==> src/rtl/mode_key_controller.sv <==
// Debounces three active-low buttons and turns their press events into flash-mode and LED-mask updates.
// Latency: raw low to output is DEBOUNCE_CYCLES+2 edges. Buttons cannot be stalled; change is a one-cycle strobe with no handshake.
module mode_key_controller #(
    parameter int DEBOUNCE_CYCLES = 1_000_000
) (
    input  logic       clk,
    input  logic       rst,
    input  logic       key_mode_n,
    input  logic       key_led_n,
    input  logic       key_all_n,
    output logic [3:0] mode_select,
    output logic [7:0] led_select,
    output logic       change
);

    localparam logic [23:0] CNT_LAST = 24'(DEBOUNCE_CYCLES - 1);
    localparam int K_MODE = 0;
    localparam int K_LED  = 1;
    localparam int K_ALL  = 2;

    logic [2:0]  raw;
    logic [2:0]  sync1;
    logic [2:0]  sync2;
    logic [2:0]  level;
    logic [2:0]  press;
    logic [23:0] cnt [3];
    logic [7:0]  shadow;

    logic [3:0]  mode_nxt;
    logic [7:0]  led_nxt;
    logic [7:0]  shadow_nxt;
    logic        change_nxt;

    assign raw = {key_all_n, key_led_n, key_mode_n};

    // Press is registered alongside the level flip, so outputs land one edge later.
    always_ff @(posedge clk) begin
        if (rst) begin
            sync1 <= 3'b111;
            sync2 <= 3'b111;
            level <= 3'b111;
            press <= 3'b000;
            for (int i = 0; i < 3; i++) begin
                cnt[i] <= 24'd0;
            end
        end else begin
            sync1 <= raw;
            sync2 <= sync1;
            for (int i = 0; i < 3; i++) begin
                press[i] <= 1'b0;
                if (sync2[i] == level[i]) begin
                    cnt[i] <= 24'd0;
                end else if (cnt[i] == CNT_LAST) begin
                    level[i] <= sync2[i];
                    cnt[i]   <= 24'd0;
                    press[i] <= ~sync2[i];
                end else begin
                    cnt[i] <= cnt[i] + 24'd1;
                end
            end
        end
    end

    always_comb begin
        mode_nxt   = mode_select;
        led_nxt    = led_select;
        shadow_nxt = shadow;
        change_nxt = |press;

        if (press[K_MODE]) begin
            mode_nxt = (mode_select == 4'd3) ? 4'd0 : mode_select + 4'd1;
        end

        // The all-toggle wins over a coincident LED advance.
        if (press[K_ALL]) begin
            if (led_select == 8'hFF) begin
                led_nxt = shadow;
            end else begin
                shadow_nxt = led_select;
                led_nxt    = 8'hFF;
            end
        end else if (press[K_LED]) begin
            if (led_select == 8'hFF) begin
                led_nxt = 8'h01;
            end else begin
                led_nxt = {led_select[6:0], led_select[7]};
            end
        end
    end

    always_ff @(posedge clk) begin
        if (rst) begin
            mode_select <= 4'd0;
            led_select  <= 8'h01;
            shadow      <= 8'h01;
            change      <= 1'b0;
        end else begin
            mode_select <= mode_nxt;
            led_select  <= led_nxt;
            shadow      <= shadow_nxt;
            change      <= change_nxt;
        end
    end

endmodule

==> config.mk <==
export PLATFORM = sky130hd
export DESIGN_NAME = mode_key_controller
export DESIGN_NICKNAME = d
export VERILOG_FILES = /design/src/rtl/mode_key_controller.sv
export SDC_FILE = /design/constraint.sdc
export NUM_CORES = 1
export LEC_CHECK = 0
export CAP_MARGIN = 20
export CORE_UTILIZATION = 56
export CTS_CLUSTER_DIAMETER = 100
export DETAILED_ROUTE_END_ITERATION = 6
export GPL_TIMING_DRIVEN = 0
export PLACE_DENSITY = 0.82
export SLEW_MARGIN = 20
export SYNTH_ARGS = -nofsm -noshare
export SYNTH_HDL_FRONTEND = slang
export SYNTH_SLANG_ARGS = --single-unit
==> constraint.sdc <==
create_clock -name clk -period 4.9 [get_ports clk]
set_input_delay 0.49 -clock clk [delete_from_list [all_inputs] [get_ports clk]]
set_output_delay 0.49 -clock clk [all_outputs]
set_load 0.01 [all_outputs]
==> summary by stage, run 1 <==
Min path
The worst hold path stage count is 1. The worst hold path startpoint is sync1[1]. The path with the worst hold slack has its endpoint at sync2[1]. The tightest min-delay check is of the reg2reg type.

Clock tree
The count of clock tree sinks is 105. The clock tree buffer depth is 2. The buffers inserted during post-CTS setup optimization is 0. The clock latency of the later-clocked register in the worst-skew pair is 370 ps. Post-CTS repair changed the size of 0 cells. TritonCTS built the clock tree. The maximum level of the CTS H-tree is 3. The clock-pin slew of the registers on the worst-case setup and hold paths is 110 ps. TritonCTS created 9 clock buffers. The quantity of hold-fixing buffers added after cts is 0.

Clock tree synthesis selected as its root buffer the cell sky130_fd_sc_hd__clkbuf_8.

Placement
The final weighted congestion in routability-driven placement is 0.846. Buffers placed on the I/O ports in this run total 17. At the placement stage, the worst setup path has a slack of 2320 ps. The wire-length estimate of the detail-placed layout is 7630 um. The placed instances occupy a cell area of 0.00588 sq mm.

Finish
Of the cells placed in the final design, the portion with a size suffix greater than 1 is 5.33%. The number of diodes added for antenna fixing is 0. Once layout is done, the placed cells without fillers occupy 0.00607 sq mm. From synthesis to final layout, the design area changed by 14.4%.

At the end of the flow the core is filled with cells to 66.0%. At the end of the flow, the number of nets in the layout was 642.

Floorplanning
The die height is 99.4 um. Measured along the x axis, the die boundary spans 99.4 um. The starting density of the core is 57.7%. The core region is 0.00920 sq mm.

Row generation in the floorplan step produced 35 rows. The area of the die is 0.00987 sq mm. 18 I/O pins were placed.

Worst setup path
The worst flop-to-flop path startpoint is cnt[2][0]. The arrival time of data at the critical path endpoint is 2700 ps. The critical setup path kind is reg2reg. For the worst flop-to-flop path, the logic depth is 7. The kind of end point of the critical path is a register. The capture instance of the worst register-to-register path is cnt[2][9]. At the worst endpoint, the required time is 5010 ps. The top fanout value on the critical path is 10. In this run the register-to-register setup slack is 2300 ps. The type of element launching the critical path is a register.

GRT
Entering global routing, the biggest net connects 19 pins. The first global-routing pass estimated 17900 um of wire. The via count of the first global-routing pass is 4072. Global routing finished with a remaining overflow of 0. The initial antenna violation count is 0. The overall global routing resource usage is 22.7%.

Drt
In the routed design, unresolved DRC markers number 0. The first routing iteration left 178 violations. The first-pass detailed-route iteration total is 5. Once detail routing completed, the nets flagged for antenna violations numbered 0. The routed length on met1 is 4590 um. Dividing the detail-routed wire length by the instance count gives 14.0 um. The average vias per placed instance is 5.67. After detailed routing, the total wire length is 10500 um. The number of vias after detailed routing is 4245.

The detailed router used layers up to and including met4. The met3 wire length is 443 um. Summed over all nets, wire length on met2 after detailed routing comes to 5300 um.

STA
The max-slew violation count was 0. Hold is met by 428 ps. The final count of hold timing violations was 0. Derived from the worst setup path, the maximum achievable clock frequency is 385 MHz. Adding up every negative setup slack in the final design gives 0 ps.

The final cycle utilization of the critical path is 53.0%. After layout, the worst setup slack is 2300 ps. Measured against its own limit, the worst slew margin works out to 39.4%. Setup repair after global routing left no endpoint under its margin. Setup violations remaining at the end of the flow were counted as 0.

The shortest period the worst path allows is 2600 ps. At the pin with the least slew margin, the transition time is 902 ps. The setup skew after layout is 16.1 ps.

Synthesis
The number of storage elements in the synthesis netlist is 105. The number of cells produced by synthesis is 534. After synthesis, the cell types taking the most area are sky130_fd_sc_hd__edfxtp_1 41%, sky130_fd_sc_hd__dfxtp_1 12%, sky130_fd_sc_hd__nor2_1 5.7%. The commonest cells after synthesis are 80 x sky130_fd_sc_hd__nor2_1, 72 x sky130_fd_sc_hd__edfxtp_1, 35 x sky130_fd_sc_hd__a21oi_1. The sequential area share after synthesis is 53.2%. The distinct cell type count after synthesis is 43.

The synthesized cell area is 0.00531 sq mm. The most used flip-flop cell after synthesis is sky130_fd_sc_hd__edfxtp_1. Of all cell types, the one taking the most synthesized area is sky130_fd_sc_hd__edfxtp_1. The average instance in the mapped netlist occupies 9.94 sq um. The number of enable flip-flop cells after synthesis is 72.

Yosys printed 0 warnings. The proportion of synthesized flip-flops having asynchronous set or reset is 0%. Of the post-synthesis cell area, the dominant cell type holds 40.7%. By instance count, the leading cell after synthesis is sky130_fd_sc_hd__nor2_1.

Pwr
Dividing total power by cell area gives a power density of 262 mW/mm^2. The maximum resistive drop on vdd is 0.000181 V. For this design the static power due to leakage is 2.04 nW.

Outcome
The run finished with clean final reports.

Run
Max-cap violations in this run came to 0.
worst max path at each step:
stage	to	startpoint	slack (ps)	depth (start not counted)
after CTS	cnt[2][9]	cnt[2][0]	2310	7
after global placement	cnt[2][10]	cnt[2][0]	2380	7
final	cnt[2][9]	cnt[2][0]	2300	7
after detailed placement	cnt[2][12]	cnt[2][0]	2320	7
after floorplan	cnt[2][10]	cnt[2][0]	2850	7
after global routing	cnt[2][4]	cnt[2][0]	2020	7
cells in the final DEF (no fill, tap or decap), drive strengths merged, types with 19 or more instances in the layout:
cell    instances
clkbuf         29
nor2           80
dfxtp          33
edfxtp         72
xnor2          27
conb           72
nor4           19
nand2          27
nand3          23
inv            24
or3            19
a21oi          35
o21ai          19
nand4          31
cell families (layout without fill, tap and decap cells):
family / Yosys count / count (layout) / share of synthesized area (%)
compound gates: 74 / 74 / 8.06
buf+inv: 42 / 75 / 3.02
fa+ha+maj: 4 / 4 / 0.943
flops: 105 / 105 / 53.2
xor+xnor: 44 / 44 / 7.26
other cells: 1 / 72 / 0.0707
simple gates: 256 / 256 / 26.0
mux: 8 / 8 / 1.51
per-stage QoR:
step,std cells,power [mW]
6_report,749,1.59
5_1_grt,749,1.65
4_1_cts,749,1.60
3_5_place_dp,733,1.09
3_3_place_gp,733,1.08
2_1_floorplan,605,1.07
routing by layer:
layer	vias to the layer above	track usage, %
li1	2096	-
met1	2020	27.8
met2	112	40.1
met3	17	4.78
met4	0	7.58
met5	-	0
worst max-delay path, stage by stage (launching register included):
cell and delay [ps]:
sky130_fd_sc_hd__edfxtp_1 410, sky130_fd_sc_hd__ha_1 240, sky130_fd_sc_hd__and4_1 200, sky130_fd_sc_hd__clkbuf_1 250, sky130_fd_sc_hd__nand3_1 210, sky130_fd_sc_hd__o211ai_1 490, sky130_fd_sc_hd__clkbuf_1 440, sky130_fd_sc_hd__nor2_1 100
registers in the layout, summed over array words and instances (netlist names):
signal       count
change           1
cnt             72
led_select       8
level            3
mode_select      4
press            3
shadow           8
sync1            3
sync2            3
power by group:
part	leakage, nW	total, mW	switching (mW)	internal (mW)
registers	1.01	1.01	0.0326	0.973
logic	0.928	0.0662	0.0413	0.0249
clock network	0.101	0.520	0.304	0.217
area by class of cell:
cell class	count	area [sq um]
multi-input combinational	458	2590
clock buffer	9	124
tap	111	139
fill	752	3120
clock inverter	7	66.3
inverter	20	75.1
sequential	105	2820
buffer	22	85.1
timing repair buffer	17	170
(Power assumes the default switching activity.)
==> run 2, diff against run 1 <==
- clock period: 4.9 -> 2.5 ns (I/O delays scaled with it)
==> run 2 against run 1 <==
Utilization rose by 0.42 points. Power grew 96%. Sequential share of layout area down 0.29 points. Non-clock buffer count up 4.
==> summary by stage, run 2 (same netlist as run 1, synthesis figures left out) <==
Outcome
The run finished with clean final reports.

Clock tree
Clock latency on the worst-skew pair, taken at its later pin, is 370 ps. TritonCTS created 9 clock buffers. The clock passes through at most 2 buffers. The root buffer cell chosen for the clock tree is sky130_fd_sc_hd__clkbuf_8. After clock tree synthesis, the clock-pin slew on the worst setup and hold paths is 110 ps.

The count of clock tree sinks is 105. TritonCTS built the clock tree. The H-tree generated during clock tree synthesis spans 3 levels.

Finish
More flip-flops sit in one register than any other, and that register is cnt. The filler cell count is 746. The finished cells cover 0.00611 sq mm. The register with the most flip-flops in the layout has 72 of them. From synthesis to final layout, the design area changed by 15.2%. In the final layout, flip-flops and latches occupy 0.00282 sq mm. Leaving out fill and tap cells, the most frequent cells in the layout are 80 x sky130_fd_sc_hd__nor2_1, 72 x sky130_fd_sc_hd__edfxtp_1, 72 x sky130_fd_sc_hd__conb_1, 35 x sky130_fd_sc_hd__a21oi_1, 33 x sky130_fd_sc_hd__dfxtp_1. Excluding fillers, the count of instances in the completed layout stands at 753. The multi-input combinational cell area is 0.00259 sq mm. The largest registers in the layout are cnt x72, led_select x8, shadow x8. The fraction of final layout cells with drive strength greater than 1 is 6.70%. In the final design database the tool counted 646 nets. For this run, the share of the core covered by cells in the final layout is 66.5%.

0 antenna diodes ended up in the layout. The most frequent standard cell in the layout excluding fill and tap cells is sky130_fd_sc_hd__nor2_1.

Drt
The final layout contains routed wiring with a total length of 10600 um. The remaining routing DRC violations is 0. In the final routed layout, each cell accounts on average for 14.1 um. The detail route stage leaves a number of antenna-violating nets equal to 0. The detailed router placed 4266 vias in this run. After detailed routing, the number of vias per cell comes to 5.67.

The number of DRC markers in iteration 0 is 147. The pre-antenna-repair detailed-routing pass consisted of 4 iterations.

STA
Subtracting the final worst setup slack from the clock period gives 2290 ps. The final critical-path setup slack is 206 ps. The accumulated negative setup slack is 0 ps. The setup skew after layout is 13.2 ps. The final count of hold timing violations is 0. The final cycle utilization of the critical path is 91.8%.

The upper clock frequency limit is 436 MHz. Setup violations remaining at the end of the flow were counted as 0. For the pin with the worst max-slew slack, the measured transition is 901 ps. The max-slew violation count is 0.

Setup repair after global routing left no endpoint under its margin. Measured against its own limit, the worst slew margin works out to 39.5%. Hold timing on the final database bottoms out at a slack of 426 ps.

Floorplanning
The die height is 99.4 um. In this run the count of I/O pins placed on the die edge is 18. The die is 99.4 um wide. The area of the die is 0.00987 sq mm.

The area of the placeable core is 0.00920 sq mm. The initial utilization of the core area, before any placement, comes to 57.7%. The placement row count is 35.

Worst setup path
STA classifies the critical path startpoint as a register. The critical setup path kind is reg2reg. The arrival time of data at the critical path endpoint is 2410 ps. The worst-path cell with the longest stage delay is sky130_fd_sc_hd__edfxtp_1. STA classifies the critical path endpoint as a register. Traced cell by cell, the critical path runs through ha_1 -> and4_1 -> clkbuf_1 -> nand3_1 -> o211ai_1 -> buf_4 -> clkbuf_2 -> nor2_1. In this run the worst path has a maximum fanout of 10. At the worst endpoint, the required time is 2620 ps.

For this run, the slowest stage of the critical path takes 410 ps.

Run
Across the run, the number of max-cap violations was 0.

Pwr
The maximum resistive drop on vdd is 0.000355 V. Power spread over the standard cell area amounts to 511 mW/mm^2. The analysis attributes to cell leakage a power of 2.07 nW. The total power draw is 3.13 mW.

Min path
In this run the worst hold path is classified as reg2reg.

GRT
The initial antenna violation count is 0. The global-route wire length before repair is 17900 um. The via count of the first global-routing pass is 4074. Entering global routing, the biggest net connects 19 pins.

For this run, the total global-route usage over all layers was measured as 22.7%. The leftover overflow at the end of global routing is 0.

Placement
The half-perimeter wire length of the detailed placement result is 7630 um. After detailed placement, the design holds a cell count of 733. Prior to clock tree synthesis, the placed netlist has a worst setup slack of -82.9 ps.

After detailed placement, the total cell area comes to 0.00588 sq mm. The count of buffers added on input and output ports is 17. The final weighted congestion in routability-driven placement is 0.846.
-- run 2: changes by cell type in the layout (fill, tap and decap cells not counted), sizes merged --
cell / change
buf: +4
-- run 2: path summary, 6_finish.rpt --
check	cells past startpoint	slack (ps)	startpoint	end
setup / recovery	8	210	cnt[2][0]	cnt[2][9]
hold / removal	1	430	sync1[1]	sync2[1]
setup reg to reg	8	210	cnt[2][0]	cnt[2][9]
hold reg to reg	1	430	sync1[1]	sync2[1]
-- run 2: power breakdown --
group / switching [mW] / internal [mW] / total [mW]
clock: 0.596 / 0.424 / 1.02
sequential: 0.0640 / 1.91 / 1.97
combinational: 0.0822 / 0.0512 / 0.133
total: 0.742 / 2.38 / 3.13
-- run 2: timing repair --
action	CTS	global route
resized for setup	4	1
setup endpoints to repair	25	60
buffers inserted	0	4
hold endpoints to repair	0	0
pin swaps	0	2
hold buffers	0	0
-- run 2: critical path: cells and delay by family, from the launching register on --
family,cells,cell delay (ps)
AO/OA/AOI/OAI,1,250
buffers and inverters,3,640
adder cells (fa/ha/maj),1,240
AND/OR/NAND/NOR,3,500
flip-flops,1,410
-- run 2: final cells by class --
class / instances / area share [%]
Sequential cell: 105 / 46.2
Multi-Input combinational cell: 458 / 42.5
Timing Repair Buffer: 21 / 3.28
Tap cell: 111 / 2.27
Clock buffer: 9 / 2.03
Buffer: 22 / 1.47
Inverter: 20 / 1.23
Clock inverter: 7 / 1.08
-- run 2: per-layer routing --
layer  share of wire (%)  GRT usage [%]  wire (um)
met5                   0              0          0
met4                 1.5           7.69        161
met3                 3.8           4.78        407
met2                  51           40.0       5370
met1                  44           27.8       4650
==> run 3, diff against run 2 <==
- GPL_ROUTABILITY_DRIVEN: unset -> 0
==> results of run 3 <==
The final DEF is identical to that of run 2; final timing and power are the same.
